==> config.mk <==
export PLATFORM = sky130hd
export DESIGN_NAME = rv_net_node
export DESIGN_NICKNAME = d
export VERILOG_FILES = /design/src/rtl/rv_net_node.sv
export SDC_FILE = /design/constraint.sdc
export NUM_CORES = 1
export LEC_CHECK = 0
export ABC_CLOCK_PERIOD_IN_PS = 5000
export BUFFER_PORTS_ARGS = -buffer_cell sky130_fd_sc_hd__clkbuf_2
export CAP_MARGIN = 20
export CORE_MARGIN = 2
export CORE_UTILIZATION = 60
export DETAILED_ROUTE_END_ITERATION = 8
export PLACE_DENSITY = 0.93
export SYNTH_ARGS = -nofsm -noshare
export SYNTH_HDL_FRONTEND = slang
export SYNTH_SLANG_ARGS = --single-unit
==> constraint.sdc <==
create_clock -name clock -period 5 [get_ports clock]
set_input_delay 0.25 -clock clock [delete_from_list [all_inputs] [get_ports clock]]
set_output_delay 0.25 -clock clock [all_outputs]
set_load 0.03 [all_outputs]
==> src/rtl/rv_net_node.sv <==
// Single-hop router node for the 8-bit ready/valid control ring: delivers
// packets addressed to ADDR locally, forwards the rest, merges local traffic.
module rv_net_node #(
  parameter logic [7:0] ADDR = 8'd1
) (
  input  logic       clock,
  input  logic       reset,
  input  logic [7:0] neti_dat,
  input  logic       neti_valid,
  output logic       neti_ready,
  output logic [7:0] neto_dat,
  output logic       neto_valid,
  input  logic       neto_ready,
  input  logic [7:0] loci_dat,
  input  logic       loci_valid,
  output logic       loci_ready,
  output logic [7:0] loco_dat,
  output logic       loco_valid,
  input  logic       loco_ready
);

  // Handshake: a byte moves when valid && ready at posedge; valid and data
  // are held stable by the sender until that happens, on every port.

  typedef enum logic [1:0] {I_HDR, I_LEN, I_PAY} i_state_t;
  typedef enum logic [1:0] {E_IDLE, E_FWD, E_LOC} e_state_t;
  typedef enum logic [1:0] {T_HDR, T_LEN, T_PAY} t_phase_t;

  i_state_t   i_state;
  logic [7:0] i_cnt;
  logic       i_route;   // 1 = LOCAL, 0 = FWD
  e_state_t   e_state;
  t_phase_t   t_phase;
  logic [7:0] t_cnt;
  logic       last_loc;  // last contended grant went to the local source

  logic       neto_sr, loco_sr, hdr_local, cur_route, fwd_path_ok;
  logic       neti_fire, loco_push, fwd_push, loc_push, neto_push;
  logic [7:0] neto_in;
  logic       fwd_req, loc_req;

  always_comb begin
    neto_sr     = !neto_valid || neto_ready;
    loco_sr     = !loco_valid || loco_ready;
    hdr_local   = (neti_dat == ADDR);
    cur_route   = (i_state == I_HDR) ? hdr_local : i_route;
    fwd_path_ok = (e_state == E_FWD) && neto_sr;
    neti_ready  = !reset && (cur_route ? loco_sr : fwd_path_ok);
    loci_ready  = !reset && (e_state == E_LOC) && neto_sr;
    neti_fire   = neti_valid && neti_ready;
    loco_push   = neti_fire && cur_route;
    fwd_push    = neti_fire && !cur_route;
    loc_push    = loci_valid && loci_ready;
    neto_push   = fwd_push || loc_push;
    neto_in     = fwd_push ? neti_dat : loci_dat;
    fwd_req     = neti_valid && (i_state == I_HDR) && !hdr_local;
    loc_req     = loci_valid;
  end

  always_ff @(posedge clock) begin
    if (reset) begin
      i_state <= I_HDR;
      i_cnt   <= 8'd0;
      i_route <= 1'b0;
    end else if (neti_fire) begin
      case (i_state)
        I_HDR: begin
          i_route <= hdr_local;
          i_state <= I_LEN;
        end
        I_LEN: begin
          i_cnt   <= neti_dat;
          i_state <= (neti_dat == 8'd0) ? I_HDR : I_PAY;
        end
        I_PAY: begin
          i_cnt <= i_cnt - 8'd1;
          if (i_cnt == 8'd1) i_state <= I_HDR;
        end
        default: i_state <= I_HDR;
      endcase
    end
  end

  // Egress arbiter with its own packet tracker, so the grant is released
  // exactly after the last byte of the granted packet enters the neto stage.
  always_ff @(posedge clock) begin
    if (reset) begin
      e_state  <= E_IDLE;
      t_phase  <= T_HDR;
      t_cnt    <= 8'd0;
      last_loc <= 1'b1;
    end else begin
      case (e_state)
        E_IDLE: begin
          t_phase <= T_HDR;
          if (fwd_req && loc_req) begin
            e_state  <= last_loc ? E_FWD : E_LOC;
            last_loc <= !last_loc;
          end else if (fwd_req) begin
            e_state <= E_FWD;
          end else if (loc_req) begin
            e_state <= E_LOC;
          end
        end
        E_FWD, E_LOC: begin
          if (neto_push) begin
            case (t_phase)
              T_HDR: t_phase <= T_LEN;
              T_LEN: begin
                t_cnt <= neto_in;
                if (neto_in == 8'd0) e_state <= E_IDLE;
                else t_phase <= T_PAY;
              end
              T_PAY: begin
                t_cnt <= t_cnt - 8'd1;
                if (t_cnt == 8'd1) e_state <= E_IDLE;
              end
              default: t_phase <= T_HDR;
            endcase
          end
        end
        default: e_state <= E_IDLE;
      endcase
    end
  end

  always_ff @(posedge clock) begin
    if (reset) begin
      neto_valid <= 1'b0;
      neto_dat   <= 8'd0;
      loco_valid <= 1'b0;
      loco_dat   <= 8'd0;
    end else begin
      if (neto_push) begin
        neto_valid <= 1'b1;
        neto_dat   <= neto_in;
      end else if (neto_ready) begin
        neto_valid <= 1'b0;
      end
      if (loco_push) begin
        loco_valid <= 1'b1;
        loco_dat   <= neti_dat;
      end else if (loco_ready) begin
        loco_valid <= 1'b0;
      end
    end
  end

endmodule

==> impl_results.html, run 1 <==
<table>
<tr><th>Metric</th><th>Value</th></tr>
<tr><th colspan="2">GRT</th></tr>
<tr><td>Maximum number of pins on one net before global-route repair</td><td>36</td></tr>
<tr><td>Vias in the first global route</td><td>roughly 2400</td></tr>
<tr><td>Global-route wire length before repair</td><td>11300 um</td></tr>
<tr><td>Total routing usage reported by global routing</td><td>0.283</td></tr>
<tr><td>Total global routing overflow</td><td>0</td></tr>
<tr><td>Number of antenna violations at the first check in global routing</td><td>0</td></tr>
<tr><th colspan="2">Setup path</th></tr>
<tr><td>Crit start category</td><td>flip-flop</td></tr>
<tr><td>Peak per-stage delay on the critical path</td><td>~780 ps</td></tr>
<tr><td>Cell breakdown of the critical path</td><td>inv_1 &gt; ha_1 &gt; nand2b_1 &gt; and4_1 &gt; a31oi_1 &gt; o22ai_1 &gt; a221o_1</td></tr>
<tr><td>Depth of the worst register-to-register path</td><td>7</td></tr>
<tr><td>Sum of buffers and inverters on the critical path</td><td>1</td></tr>
<tr><td>Minimum setup slack among reg-to-reg paths</td><td>around 2400 ps</td></tr>
<tr><td>Crit path kind</td><td>reg2reg</td></tr>
<tr><td>R2r startpoint</td><td>i_state[0]</td></tr>
<tr><td>Crit Reg-Reg Endpoint</td><td>t_cnt[5]</td></tr>
<tr><td>Slowest-stage cell, CP</td><td>sky130_fd_sc_hd__a31oi_1</td></tr>
<tr><td>Data required time at the worst endpoint</td><td>between 5000 and 6000 ps</td></tr>
<tr><td>CP Max Fanout</td><td>12</td></tr>
<tr><td>Top Family by Delay on Critical Path</td><td>compound AO/OA/AOI/OAI gates</td></tr>
<tr><td>Critical Path AT</td><td>around 2800 ps</td></tr>
<tr><td>CP Capture Type</td><td>flip-flop</td></tr>
<tr><th colspan="2">Final layout</th></tr>
<tr><td># diodes</td><td>0</td></tr>
<tr><td>Area growth from synthesis to final layout</td><td>12.3%</td></tr>
<tr><td>Share of post-route cells with drive strength above 1</td><td>0.174</td></tr>
<tr><td>Final-stage net count</td><td>between 300 and 400</td></tr>
<tr><th colspan="2">CTS</th></tr>
<tr><td>Clock tree from TritonCTS</td><td>built</td></tr>
<tr><td>H-tree depth reported by CTS</td><td>2</td></tr>
<tr><td>Number of setup buffers added after CTS</td><td>0</td></tr>
<tr><td>Number of buffers on the longest clock path</td><td>2</td></tr>
<tr><td>Number of hold-repair buffers added at the cts stage</td><td>0</td></tr>
<tr><td>Sinks on Clock Net</td><td>between 40 and 50</td></tr>
<tr><td>Clock-pin slew reported for the worst setup and hold paths after clock tree synthesis</td><td>80 ps</td></tr>
<tr><td>Clock root buffer master</td><td>sky130_fd_sc_hd__clkbuf_8</td></tr>
<tr><td>Post-CTS Resized</td><td>0</td></tr>
<tr><td>Clock latency on the worst-skew pair</td><td>approximately 300 ps</td></tr>
<tr><td>Total clock buffers created by CTS</td><td>5</td></tr>
<tr><th colspan="2">Floorplanning</th></tr>
<tr><td>Total number of placement rows</td><td>24</td></tr>
<tr><td>Die H</td><td>70.0 um</td></tr>
<tr><td>Starting density of the core</td><td>0.614</td></tr>
<tr><td>Horizontal die dimension</td><td>approximately 70 um</td></tr>
<tr><td>Count of boundary I/O pins</td><td>42</td></tr>
<tr><td>Total die area</td><td>between 4000 and 5000 sq um</td></tr>
<tr><td>Core footprint</td><td>between 4000 and 5000 sq um</td></tr>
<tr><th colspan="2">Synthesis</th></tr>
<tr><td>Synthesized netlist net count</td><td>360</td></tr>
<tr><td>Cell count after synthesis</td><td>approximately 320</td></tr>
<tr><td>Synthesized flop and latch total</td><td>42</td></tr>
<tr><td>Complex-gate fraction of the synthesized area</td><td>0.213</td></tr>
<tr><td>Fraction of synthesized area in multiplexers</td><td>0.0765</td></tr>
<tr><td>Synth Area per Inst</td><td>just over 8 sq um</td></tr>
<tr><td>Most instantiated library cell after synthesis</td><td>sky130_fd_sc_hd__dfxtp_1</td></tr>
<tr><td>Total standard cell area after synthesis</td><td>around 2600 sq um</td></tr>
<tr><td>Count of synthesis-stage warnings from yosys</td><td>0</td></tr>
<tr><td>Area share of the leading cell type in the synthesized netlist</td><td>0.321</td></tr>
<tr><td>Adder-cell share of the synthesized area</td><td>0.0670</td></tr>
<tr><td>Area leader, netlist</td><td>sky130_fd_sc_hd__dfxtp_1</td></tr>
<tr><td>Main combinational cell family by area after synthesis</td><td>simple AND/OR/NAND/NOR gates</td></tr>
<tr><td>Most area-consuming cells after synthesis</td><td>sky130_fd_sc_hd__dfxtp_1, sky130_fd_sc_hd__ha_1, sky130_fd_sc_hd__mux2i_1</td></tr>
<tr><td>Synthesized-area fraction occupied by and/or/nand/nor cells</td><td>0.268</td></tr>
<tr><td>Post-synth EDFFs</td><td>0</td></tr>
<tr><td>Number of library cell types mapped by synthesis</td><td>50</td></tr>
<tr><td>Top cells by instance count after synthesis</td><td>sky130_fd_sc_hd__dfxtp_1, sky130_fd_sc_hd__nor2_1, sky130_fd_sc_hd__nand2_1, sky130_fd_sc_hd__inv_1, sky130_fd_sc_hd__a21oi_1</td></tr>
<tr><td>Dominant register cell in the synthesized netlist</td><td>sky130_fd_sc_hd__dfxtp_1</td></tr>
<tr><td>Proportion of synthesized chip area in sequential cells</td><td>0.321</td></tr>
<tr><td>Proportion of register bits with asynchronous set or reset after synthesis</td><td>0</td></tr>
<tr><td>Post-synthesis share of cell area spent on xor and xnor gates</td><td>0</td></tr>
<tr><th colspan="2">Timing</th></tr>
<tr><td>Count of final setup violators</td><td>0</td></tr>
<tr><td>Worst setup margin</td><td>2350 ps</td></tr>
<tr><td>Setup TNS after final layout</td><td>0 ps</td></tr>
<tr><td>Worst slack on hold paths</td><td>283 ps</td></tr>
<tr><td>Relative slew margins</td><td>0.394</td></tr>
<tr><td>Pin slew with the least headroom to its limit</td><td>just over 900 ps</td></tr>
<tr><td>Setup repair after global routing missed its margin</td><td>no</td></tr>
<tr><td>Peak Freq</td><td>between 300 and 400 MHz</td></tr>
<tr><td>Total count of hold-check failures in the final report</td><td>0</td></tr>
<tr><td>Max-slew violations</td><td>0</td></tr>
<tr><td>Skew final</td><td>~5.7 ps</td></tr>
<tr><td>Final critical-path required period</td><td>2650 ps</td></tr>
<tr><td>Final worst path period share</td><td>0.529</td></tr>
<tr><th colspan="2">Power</th></tr>
<tr><td>Worst-case vdd ir drop</td><td>0.253 mV</td></tr>
<tr><td>Comb pwr share</td><td>0.356</td></tr>
<tr><td>PD cells</td><td>345 nW/um^2</td></tr>
<tr><td>Total internal power</td><td>about 650 uW</td></tr>
<tr><td>Sw frac</td><td>0.359</td></tr>
<tr><td>Share of power burned in registers</td><td>0.375</td></tr>
<tr><td>Part of the power in the clock network</td><td>0.269</td></tr>
<tr><td>NetSw</td><td>~360 uW</td></tr>
<tr><td>Lkg Pwr</td><td>between 0.001 and 0.0015 uW</td></tr>
<tr><th colspan="2">Routing</th></tr>
<tr><td>Number of antenna-violating nets in the routed design</td><td>0</td></tr>
<tr><td>First-pass iteration count of the detailed router</td><td>6</td></tr>
<tr><td>Via count</td><td>2693</td></tr>
<tr><td>Vias/cell</td><td>6.58</td></tr>
<tr><td>DRC viols</td><td>0</td></tr>
<tr><td>Routed wire length</td><td>6770 um</td></tr>
<tr><td>Routed length per placed instance</td><td>between 15 and 20 um</td></tr>
<tr><td>First DRT Iteration DRCs</td><td>roughly 330</td></tr>
<tr><th colspan="2">Hold path</th></tr>
<tr><td>Worst min-delay path startpoint</td><td>loci_dat[1]</td></tr>
<tr><td>Endpoint of the worst hold path</td><td>neto_dat[1]</td></tr>
<tr><td>Class of the most critical hold timing path</td><td>in2reg</td></tr>
<tr><td>Number of instances on the worst hold path</td><td>3</td></tr>
<tr><th colspan="2">Placement</th></tr>
<tr><td>Count of input and output buffers</td><td>41</td></tr>
<tr><td>Worst setup timing slack at the placement stage</td><td>~2300 ps</td></tr>
<tr><td>Half-perimeter wire length of the detailed placement result</td><td>4910 um</td></tr>
<tr><td>Routability congestion estimate from global placement</td><td>0.944</td></tr>
<tr><th colspan="2">Status</th></tr>
<tr><td>Outcome</td><td>complete, no violations</td></tr>
<tr><th colspan="2">Job</th></tr>
<tr><td>Maximum Capacitance Violations</td><td>0</td></tr>
</table>
-- cell families (layout without fill, tap and decap cells) --
family                   Yosys count  in the layout
AND/OR/NAND/NOR                  131            131
AO/OA/AOI/OAI                     82             82
flip-flops                        42             42
buffers and inverters             36             69
multiplexers                      19             19
adder cells (fa/ha/maj)           14             14
-- layout by cell type, fill, tap and decap left out, types with 7 or more instances in the layout --
master,instances
sky130_fd_sc_hd__dfxtp_1,42
sky130_fd_sc_hd__nand3_1,15
sky130_fd_sc_hd__nand2_1,25
sky130_fd_sc_hd__ha_1,14
sky130_fd_sc_hd__nor2_1,30
sky130_fd_sc_hd__and2_1,7
sky130_fd_sc_hd__or4_1,7
sky130_fd_sc_hd__mux2i_1,13
sky130_fd_sc_hd__a21oi_1,18
sky130_fd_sc_hd__nor3_1,7
sky130_fd_sc_hd__inv_1,19
sky130_fd_sc_hd__clkbuf_2,41
sky130_fd_sc_hd__o21ai_0,15
-- power by group through the flow --
stage	registers, uW	clock network [uW]	logic, uW
final	380	273	361
after detailed placement	388	0	353
after global routing	384	292	393
after floorplan	407	0	249
after CTS	380	278	356
after global placement	386	0	345
-- registers in the layout (all words and copies together) (netlist names) --
name,flops
i_cnt,8
loco_dat,8
neto_dat,8
t_cnt,8
e_state,2
i_state,2
t_phase,2
i_route,1
last_loc,1
loco_valid,1
neto_valid,1
-- worst max-delay path by stage --
| stage | start | endpoint | slack (ps) | depth (start not counted) |
|---|---|---|---|---|
| 3_5_place_dp | reset | t_cnt[5] | 2290 | 6 |
| 5_1_grt | i_state[0] | t_cnt[5] | 2100 | 7 |
| 3_3_place_gp | reset | t_cnt[5] | 2370 | 6 |
| 2_1_floorplan | i_state[0] | neti_ready | 2920 | 6 |
| 6_report | i_state[0] | t_cnt[5] | 2350 | 7 |
| 4_1_cts | i_state[0] | t_cnt[5] | 2410 | 7 |
-- routing by layer --
metal | vias to the layer above | GRT usage | part of all wire
met1 | 1232 | 0.389 | 0.41
met4 | 0 | 0.132 | 0.038
met5 | - | 0 | 0
met3 | 27 | 0.0491 | 0.096
met2 | 159 | 0.434 | 0.45
li1 | 1275 | - | -
-- cell type report --
class	count	area, sq um
repair buffers	42	213
clock inverters	3	45.0
multi-input cells	246	1630
well taps	52	65.1
fillers	355	1330
flip-flops and latches	42	841
clock buffers	5	68.8
inverters	19	71.3
-- worst register-to-register path: stages, from the launching register on --
cell and delay (ps):
sky130_fd_sc_hd__dfxtp_1 340, sky130_fd_sc_hd__inv_1 90, sky130_fd_sc_hd__ha_1 290, sky130_fd_sc_hd__nand2b_1 200
sky130_fd_sc_hd__and4_1 310, sky130_fd_sc_hd__a31oi_1 780, sky130_fd_sc_hd__o22ai_1 210, sky130_fd_sc_hd__a221o_1 320
-- per-stage QoR --
step	instance area, sq um	cells	utilization	power [uW]
global placement	2820	401	0.662	731
floorplan	2620	324	-	656
global route	2940	409	0.689	1070
CTS	2940	409	0.689	1010
detailed placement	2820	401	0.662	741
finish	2940	409	0.689	1010
(Power assumes the default switching activity.)
==> run 2: changes to the inputs <==
==> config.mk (replaced) <==
export PLATFORM = sky130hd
export DESIGN_NAME = rv_net_node
export DESIGN_NICKNAME = d
export VERILOG_FILES = /design/src/rtl/rv_net_node.sv
export SDC_FILE = /design/constraint.sdc
export NUM_CORES = 1
export LEC_CHECK = 0
export ABC_AREA = 1
export ABC_CLOCK_PERIOD_IN_PS = 2300
export BUFFER_PORTS_ARGS = -buffer_cell sky130_fd_sc_hd__clkbuf_2
export CAP_MARGIN = 20
export CORE_MARGIN = 2
export CORE_UTILIZATION = 51
export DETAILED_ROUTE_END_ITERATION = 8
export PLACE_DENSITY = 0.85
export SYNTH_ARGS = -nofsm -noshare
export SYNTH_HDL_FRONTEND = slang
export SYNTH_SLANG_ARGS = --single-unit
==> constraint.sdc (replaced) <==
create_clock -name clock -period 2.3 [get_ports clock]
set_input_delay 0.115 -clock clock [delete_from_list [all_inputs] [get_ports clock]]
set_output_delay 0.115 -clock clock [all_outputs]
set_load 0.03 [all_outputs]
==> run 2 against run 1 <==
  * Combinational power up 89%
  * Via count down 5.2%
  * Non-clock buffer count increased by 3
  * Clock skew grew 1.2 ps
  * Cell count up 16%
  * Power up 120%
  * Synthesized area down 4.7%
  * Clock power grew to 2.7 times the previous value
  * Global-route usage shrank 5.0 points
  * Sequential share of layout area up 0.26 points
  * Critical endpoint is now loco_dat[7]
  * Highest routed layer unchanged
==> impl_results.html, run 2 <==
<table>
<tr><th>Metric</th><th>Value</th></tr>
<tr><th colspan="2">Status</th></tr>
<tr><td>Outcome</td><td>complete, no violations</td></tr>
<tr><th colspan="2">Setup path</th></tr>
<tr><td>Top Family by Delay on Critical Path</td><td>simple AND/OR/NAND/NOR gates</td></tr>
<tr><td>CP Max Fanout</td><td>18</td></tr>
<tr><td>Data required time at the worst endpoint</td><td>about 2500 ps</td></tr>
<tr><td>Peak per-stage delay on the critical path</td><td>460 ps</td></tr>
<tr><td>Slowest-stage cell, CP</td><td>sky130_fd_sc_hd__or2_2</td></tr>
<tr><td>Dominant cell type by count on the critical path</td><td>sky130_fd_sc_hd__nand3_1</td></tr>
<tr><td>Crit path kind</td><td>reg2reg</td></tr>
<tr><td>Sum of buffers and inverters on the critical path</td><td>1</td></tr>
<tr><td>Critical Path AT</td><td>2390 ps</td></tr>
<tr><td>CP Capture Type</td><td>flip-flop</td></tr>
<tr><td>Cell breakdown of the critical path</td><td>inv_2 &gt; ha_2 &gt; nand3_1 &gt; nand3_1 &gt; nand2_2 &gt; nor2_4 &gt; nand2_1 &gt; or2_2 &gt; a21oi_1 &gt; nor2_1</td></tr>
<tr><td>Crit start category</td><td>flip-flop</td></tr>
<tr><th colspan="2">Routing</th></tr>
<tr><td>Number of antenna-violating nets in the routed design</td><td>0</td></tr>
<tr><td>First DRT Iteration DRCs</td><td>290</td></tr>
<tr><td>DRC viols</td><td>0</td></tr>
<tr><td>Via count</td><td>about 2600</td></tr>
<tr><td>Vias/cell</td><td>5.37</td></tr>
<tr><td>First-pass iteration count of the detailed router</td><td>5</td></tr>
<tr><td>Routed length per placed instance</td><td>approximately 13 um</td></tr>
<tr><td>Routed wire length</td><td>about 6400 um</td></tr>
<tr><th colspan="2">CTS</th></tr>
<tr><td>H-tree depth reported by CTS</td><td>2</td></tr>
<tr><td>Clock tree from TritonCTS</td><td>built</td></tr>
<tr><td>Sinks on Clock Net</td><td>42</td></tr>
<tr><td>Clock latency on the worst-skew pair</td><td>about 300 ps</td></tr>
<tr><td>Clock root buffer master</td><td>sky130_fd_sc_hd__clkbuf_8</td></tr>
<tr><td>Number of hold-repair buffers added at the cts stage</td><td>0</td></tr>
<tr><td>Total clock buffers created by CTS</td><td>5</td></tr>
<tr><td>Number of setup buffers added after CTS</td><td>0</td></tr>
<tr><td>Clock-pin slew reported for the worst setup and hold paths after clock tree synthesis</td><td>~80 ps</td></tr>
<tr><td>Number of buffers on the longest clock path</td><td>2</td></tr>
<tr><th colspan="2">Timing</th></tr>
<tr><td>Skew final</td><td>approximately 6.8 ps</td></tr>
<tr><td>Max-slew violations</td><td>0</td></tr>
<tr><td>Count of final setup violators</td><td>0</td></tr>
<tr><td>Peak Freq</td><td>roughly 450 MHz</td></tr>
<tr><td>Total count of hold-check failures in the final report</td><td>0</td></tr>
<tr><td>Worst slack on hold paths</td><td>roughly 74 ps</td></tr>
<tr><td>Pin slew with the least headroom to its limit</td><td>approximately 360 ps</td></tr>
<tr><td>Final critical-path required period</td><td>about 2200 ps</td></tr>
<tr><td>Relative slew margins</td><td>0.758</td></tr>
<tr><td>Final worst path period share</td><td>0.956</td></tr>
<tr><th colspan="2">GRT</th></tr>
<tr><td>Maximum number of pins on one net before global-route repair</td><td>19</td></tr>
<tr><td>Vias in the first global route</td><td>between 2000 and 2500</td></tr>
<tr><td>Total global routing overflow</td><td>0</td></tr>
<tr><td>Global-route wire length before repair</td><td>between 9000 and 10000 um</td></tr>
<tr><td>Total routing usage reported by global routing</td><td>0.233</td></tr>
<tr><td>Number of antenna violations at the first check in global routing</td><td>0</td></tr>
<tr><th colspan="2">Floorplanning</th></tr>
<tr><td>Count of boundary I/O pins</td><td>42</td></tr>
<tr><td>Total number of placement rows</td><td>25</td></tr>
<tr><td>Starting density of the core</td><td>0.528</td></tr>
<tr><td>Total die area</td><td>5460 sq um</td></tr>
<tr><td>Core footprint</td><td>between 4000 and 5000 sq um</td></tr>
<tr><td>Die H</td><td>around 74 um</td></tr>
<tr><td>Horizontal die dimension</td><td>roughly 74 um</td></tr>
<tr><th colspan="2">Final layout</th></tr>
<tr><td>Most frequent cells in the layout</td><td>sky130_fd_sc_hd__nand2_1, sky130_fd_sc_hd__inv_1, sky130_fd_sc_hd__a21oi_1</td></tr>
<tr><td># diodes</td><td>0</td></tr>
<tr><td>Reg area</td><td>843 sq um</td></tr>
<tr><td>Area of combinational cells with multiple inputs</td><td>between 1000 and 1500 sq um</td></tr>
<tr><td>Area growth from synthesis to final layout</td><td>17.1%</td></tr>
<tr><td>Share of post-route cells with drive strength above 1</td><td>0.213</td></tr>
<tr><td>Finished Cell Area</td><td>between 2000 and 3000 sq um</td></tr>
<tr><td>Most frequent standard cell in the layout excluding fill and tap cells</td><td>sky130_fd_sc_hd__nand2_1</td></tr>
<tr><td>Final-stage net count</td><td>between 400 and 500</td></tr>
<tr><td>Filler cell count</td><td>around 400</td></tr>
<tr><td>Final core utilization</td><td>0.618</td></tr>
<tr><th colspan="2">Job</th></tr>
<tr><td>Maximum Capacitance Violations</td><td>0</td></tr>
<tr><th colspan="2">Synthesis</th></tr>
<tr><td>Area leader, netlist</td><td>sky130_fd_sc_hd__dfxtp_1</td></tr>
<tr><td>Most instantiated library cell after synthesis</td><td>sky130_fd_sc_hd__nand2_1</td></tr>
<tr><td>Area share of the leading cell type in the synthesized netlist</td><td>0.337</td></tr>
<tr><td>Post-synth EDFFs</td><td>0</td></tr>
<tr><td>Cell count after synthesis</td><td>approximately 370</td></tr>
<tr><td>Dominant register cell in the synthesized netlist</td><td>sky130_fd_sc_hd__dfxtp_1</td></tr>
<tr><td>Synthesized netlist net count</td><td>around 400</td></tr>
<tr><td>Proportion of register bits with asynchronous set or reset after synthesis</td><td>0</td></tr>
<tr><td>Total standard cell area after synthesis</td><td>between 2000 and 2500 sq um</td></tr>
<tr><td>Most area-consuming cells after synthesis</td><td>sky130_fd_sc_hd__dfxtp_1, sky130_fd_sc_hd__nand2_1, sky130_fd_sc_hd__a21oi_1</td></tr>
<tr><td>Synthesized flop and latch total</td><td>42</td></tr>
<tr><td>Top cells by instance count after synthesis</td><td>sky130_fd_sc_hd__nand2_1, sky130_fd_sc_hd__inv_1, sky130_fd_sc_hd__a21oi_1, sky130_fd_sc_hd__dfxtp_1, sky130_fd_sc_hd__nor2_1</td></tr>
<tr><td>Proportion of synthesized chip area in sequential cells</td><td>0.337</td></tr>
<tr><td>Count of synthesis-stage warnings from yosys</td><td>0</td></tr>
<tr><td>Number of library cell types mapped by synthesis</td><td>34</td></tr>
<tr><td>Synth Area per Inst</td><td>approximately 6.8 sq um</td></tr>
<tr><th colspan="2">Hold path</th></tr>
<tr><td>Class of the most critical hold timing path</td><td>in2reg</td></tr>
<tr><th colspan="2">Placement</th></tr>
<tr><td>Routability congestion estimate from global placement</td><td>about 0.86</td></tr>
<tr><td>Area post-placement</td><td>around 2700 sq um</td></tr>
<tr><td>Half-perimeter wire length of the detailed placement result</td><td>approximately 4400 um</td></tr>
<tr><td>Count of input and output buffers</td><td>41</td></tr>
<tr><th colspan="2">Power</th></tr>
<tr><td>Lkg Pwr</td><td>around 0.0014 uW</td></tr>
<tr><td>PD cells</td><td>about 760 nW/um^2</td></tr>
<tr><td>Power Total</td><td>between 2000 and 2500 uW</td></tr>
<tr><td>Worst-case vdd ir drop</td><td>0.457 mV</td></tr>
</table>
==> run 2: cells by family after synthesis <==
kind of cell	share of synthesized area
AO/OA/AOI/OAI	0.205
flip-flops	0.337
adder cells (fa/ha/maj)	0.0702
XOR/XNOR	0.0141
AND/OR/NAND/NOR	0.263
buffers and inverters	0.111
==> run 2: final timing paths <==
check                                 start          end  slack, ps  cells after the start
worst max-delay path             i_state[0]  loco_dat[7]        100                     10
worst min-delay path            neti_dat[3]     i_cnt[3]         70                      3
worst max register to register   i_state[0]  loco_dat[7]        100                     10
worst min register to register      i_route      i_route        480                      2
==> run 2: metrics by stage <==
step / setup slack (ps) / cells / TNS (ps)
final: 100 / 475 / 0
after global routing: -36.7 / 475 / -207
after CTS: 59.0 / 473 / 0
after detailed placement: -39.3 / 465 / -302
after global placement: 42.8 / 465 / 0
after floorplan: 326 / 368 / 0
==> run 2: cell type report <==
cell class / count / share of cell area
multi-input cells: 259 / 0.484
flip-flops and latches: 42 / 0.289
repair buffers: 45 / 0.0805
inverters: 54 / 0.0694
well taps: 67 / 0.0287
clock buffers: 6 / 0.0283
clock inverters: 2 / 0.0206
==> run 2: report_power, final <==
| part | switching (uW) | internal, uW | leakage [uW] |
|---|---|---|---|
| Sequential | 35.9 | 784 | 0.000341 |
| Combinational | 449 | 233 | 0.000997 |
| Clock | 265 | 463 | 0.0000714 |
==> run 2: worst reg2reg max path, cell delays in order, from the launching register on <==
cell                      delay, ps
sky130_fd_sc_hd__dfxtp_2        340
sky130_fd_sc_hd__inv_2           70
sky130_fd_sc_hd__ha_2           190
sky130_fd_sc_hd__nand3_1        140
sky130_fd_sc_hd__nand3_1        120
sky130_fd_sc_hd__nand2_2         90
sky130_fd_sc_hd__nor2_4         240
sky130_fd_sc_hd__nand2_1        200
sky130_fd_sc_hd__or2_2          460
sky130_fd_sc_hd__a21oi_1        200
sky130_fd_sc_hd__nor2_1          50
==> run 2: per-layer routing <==
layer	track usage	wire, um	vias to the layer above
li1	-	-	1284
met1	0.315	2940	1156
met2	0.368	2890	96
met3	0.0412	390	17
met4	0.0970	169	0
met5	0	0	-
==> run 2: repair_timing <==
| action | CTS | global route |
|---|---|---|
| resized for setup | 1 | 12 |
| pin swaps | 0 | 4 |
| setup endpoints to repair | 20 | 24 |
| cloned | 0 | 2 |
==> run 3: changes to the inputs <==
--- a/config.mk
+++ b/config.mk
@@ -5,7 +5,6 @@
 export SDC_FILE = /design/constraint.sdc
 export NUM_CORES = 1
 export LEC_CHECK = 0
-export ABC_AREA = 1
 export ABC_CLOCK_PERIOD_IN_PS = 2300
 export BUFFER_PORTS_ARGS = -buffer_cell sky130_fd_sc_hd__clkbuf_2
 export CAP_MARGIN = 20
@@ -13,6 +12,7 @@
 export CORE_UTILIZATION = 51
 export DETAILED_ROUTE_END_ITERATION = 8
 export PLACE_DENSITY = 0.85
+export REMOVE_ABC_BUFFERS = 1
 export SYNTH_ARGS = -nofsm -noshare
 export SYNTH_HDL_FRONTEND = slang
 export SYNTH_SLANG_ARGS = --single-unit
==> run 3 against run 2 <==
  * Cell count is 6.9% lower
  * First-iteration DRC count down 33%
  * Sequential cell count unchanged
  * Critical endpoint is now neti_ready
  * Highest routed layer unchanged
==> impl_results.html, run 3 (synthesized netlist as in run 1, its figures left out) <==
<table>
<tr><th>Metric</th><th>Value</th></tr>
<tr><th colspan="2">GRT</th></tr>
<tr><td>Global-route wire length before repair</td><td>between 10000 and 15000 um</td></tr>
<tr><td>Met2 track demand over resource</td><td>0.420</td></tr>
<tr><td>Number of antenna violations at the first check in global routing</td><td>0</td></tr>
<tr><td>Total global routing overflow</td><td>0</td></tr>
<tr><td>Global routing's busiest layer</td><td>met2</td></tr>
<tr><td>Met1 global-route usage</td><td>0.362</td></tr>
<tr><td>Maximum number of pins on one net before global-route repair</td><td>19</td></tr>
<tr><td>Total routing usage reported by global routing</td><td>0.263</td></tr>
<tr><td>Met3 routing resource usage after global routing</td><td>0.0516</td></tr>
<tr><td>Vias in the first global route</td><td>approximately 2400</td></tr>
<tr><th colspan="2">Final layout</th></tr>
<tr><td>Final-stage net count</td><td>about 410</td></tr>
<tr><td>Share of post-route cells with drive strength above 1</td><td>0.212</td></tr>
<tr><td>Reg area</td><td>between 800 and 900 sq um</td></tr>
<tr><td>Non-filler instance count after layout</td><td>442</td></tr>
<tr><td>Area growth from synthesis to final layout</td><td>17.2%</td></tr>
<tr><td># diodes</td><td>0</td></tr>
<tr><td>Most frequent standard cell in the layout excluding fill and tap cells</td><td>sky130_fd_sc_hd__dfxtp_1</td></tr>
<tr><td>Area of combinational cells with multiple inputs</td><td>approximately 1600 sq um</td></tr>
<tr><td>Most frequent cells in the layout</td><td>sky130_fd_sc_hd__dfxtp_1, sky130_fd_sc_hd__clkbuf_2, sky130_fd_sc_hd__nor2_1</td></tr>
<tr><td>Filler cell count</td><td>between 400 and 500</td></tr>
<tr><th colspan="2">Routing</th></tr>
<tr><td>Via count</td><td>2698</td></tr>
<tr><td>First DRT Iteration DRCs</td><td>a little under 200</td></tr>
<tr><td>Number of antenna-violating nets in the routed design</td><td>0</td></tr>
<tr><td>First-pass iteration count of the detailed router</td><td>5</td></tr>
<tr><td>DRC viols</td><td>0</td></tr>
<tr><td>Vias/cell</td><td>roughly 6.1</td></tr>
<tr><td>Routed length per placed instance</td><td>~16 um</td></tr>
<tr><td>Routed wire length</td><td>7120 um</td></tr>
<tr><th colspan="2">CTS</th></tr>
<tr><td>H-tree depth reported by CTS</td><td>2</td></tr>
<tr><td>Number of buffers on the longest clock path</td><td>2</td></tr>
<tr><td>Clock tree from TritonCTS</td><td>built</td></tr>
<tr><td>Total clock buffers created by CTS</td><td>5</td></tr>
<tr><td>Clock-pin slew reported for the worst setup and hold paths after clock tree synthesis</td><td>80 ps</td></tr>
<tr><td>Clock root buffer master</td><td>sky130_fd_sc_hd__clkbuf_8</td></tr>
<tr><td>Clock latency on the worst-skew pair</td><td>~290 ps</td></tr>
<tr><td>Sinks on Clock Net</td><td>42</td></tr>
<tr><th colspan="2">Floorplanning</th></tr>
<tr><td>Starting density of the core</td><td>0.519</td></tr>
<tr><td>Count of boundary I/O pins</td><td>between 40 and 50</td></tr>
<tr><td>Total number of placement rows</td><td>26</td></tr>
<tr><td>Die H</td><td>about 76 um</td></tr>
<tr><td>Total die area</td><td>between 5000 and 6000 sq um</td></tr>
<tr><td>Horizontal die dimension</td><td>75.6 um</td></tr>
<tr><td>Core footprint</td><td>just over 5000 sq um</td></tr>
<tr><th colspan="2">Setup path</th></tr>
<tr><td>Critical Path AT</td><td>about 2100 ps</td></tr>
<tr><td>CP Max Fanout</td><td>7</td></tr>
<tr><td>CP Capture Type</td><td>primary output</td></tr>
<tr><td>Crit path kind</td><td>reg2out</td></tr>
<tr><td>Data required time at the worst endpoint</td><td>between 2000 and 2500 ps</td></tr>
<tr><td>Crit start category</td><td>flip-flop</td></tr>
<tr><th colspan="2">Placement</th></tr>
<tr><td>Count of input and output buffers</td><td>a little over 40</td></tr>
<tr><td>Half-perimeter wire length of the detailed placement result</td><td>5420 um</td></tr>
<tr><td>Total instance count after detailed placement</td><td>roughly 430</td></tr>
<tr><td>Routability congestion estimate from global placement</td><td>around 0.93</td></tr>
<tr><th colspan="2">Power</th></tr>
<tr><td>PD cells</td><td>between 700 and 800 nW/um^2</td></tr>
<tr><td>Worst-case vdd ir drop</td><td>~0.6 mV</td></tr>
<tr><td>Lkg Pwr</td><td>around 0.0012 uW</td></tr>
<tr><th colspan="2">Timing</th></tr>
<tr><td>Worst slack on hold paths</td><td>between 100 and 150 ps</td></tr>
<tr><td>Final worst path period share</td><td>0.945</td></tr>
<tr><td>Pin slew with the least headroom to its limit</td><td>~420 ps</td></tr>
<tr><td>Setup TNS after final layout</td><td>0 ps</td></tr>
<tr><td>Peak Freq</td><td>approximately 460 MHz</td></tr>
<tr><td>Final critical-path required period</td><td>roughly 2200 ps</td></tr>
<tr><td>Skew final</td><td>5.75 ps</td></tr>
<tr><td>Setup repair after global routing missed its margin</td><td>no</td></tr>
<tr><td>Max-slew violations</td><td>0</td></tr>
<tr><td>Count of final setup violators</td><td>0</td></tr>
<tr><td>Total count of hold-check failures in the final report</td><td>0</td></tr>
<tr><td>Relative slew margins</td><td>0.719</td></tr>
<tr><th colspan="2">Hold path</th></tr>
<tr><td>Class of the most critical hold timing path</td><td>in2reg</td></tr>
<tr><th colspan="2">Status</th></tr>
<tr><td>Outcome</td><td>complete, no violations</td></tr>
<tr><th colspan="2">Job</th></tr>
<tr><td>Maximum Capacitance Violations</td><td>0</td></tr>
</table>
run 3: path summary, 6_finish.rpt:
path	depth (start not counted)	slack (ps)	endpoint	from
max	7	130	neti_ready	i_state[0]
min reg2reg	2	480	i_cnt[7]	i_cnt[7]
max reg2reg	8	180	t_cnt[0]	i_state[0]
min	3	120	neto_dat[1]	loci_dat[1]
run 3: report_power, final:
group | switching [uW] | internal (uW) | total, uW
logic | 498 | 351 | 850
clock network | 266 | 242 | 508
registers | 42.7 | 789 | 831
run 3: layout make-up:
type / count / share of cell area
Multi-Input combinational cell: 246 / 0.537
Sequential cell: 42 / 0.274
Timing Repair Buffer: 57 / 0.106
Tap cell: 70 / 0.0286
Clock buffer: 6 / 0.0269
Inverter: 19 / 0.0233
Clock inverter: 2 / 0.00408
run 3: metal layers:
| layer | vias to the layer above | routed length (um) |
|---|---|---|
| li1 | 1295 | - |
| met1 | 1250 | 3080 |
| met2 | 135 | 3270 |
| met3 | 18 | 643 |
| met4 | 0 | 133 |
| met5 | - | 0 |
run 3: critical path, cell delays in order (launching register included):
cell                       delay, ps
sky130_fd_sc_hd__dfxtp_1         330
sky130_fd_sc_hd__inv_1           130
sky130_fd_sc_hd__ha_2            260
sky130_fd_sc_hd__nor2b_1          90
sky130_fd_sc_hd__a31oi_2         260
sky130_fd_sc_hd__mux2_4          380
sky130_fd_sc_hd__nor2_1          110
sky130_fd_sc_hd__clkbuf_2        210
run 3: repair_timing:
action	CTS	global route
setup endpoints to repair	1	5
gates cloned	0	0
hold buffers	0	0
buffers inserted	0	1
resized for setup	1	2
run 3: through the flow:
step	cell area (sq um)	setup WS (ps)	power (uW)	utilization
final	3070	127	2190	0.608
after global placement	2950	246	1650	0.585
after floorplan	2550	47.7	1410	-
after CTS	3050	4.14	2180	0.605
after detailed placement	2950	172	1680	0.585
after global routing	3070	1.40	2320	0.608
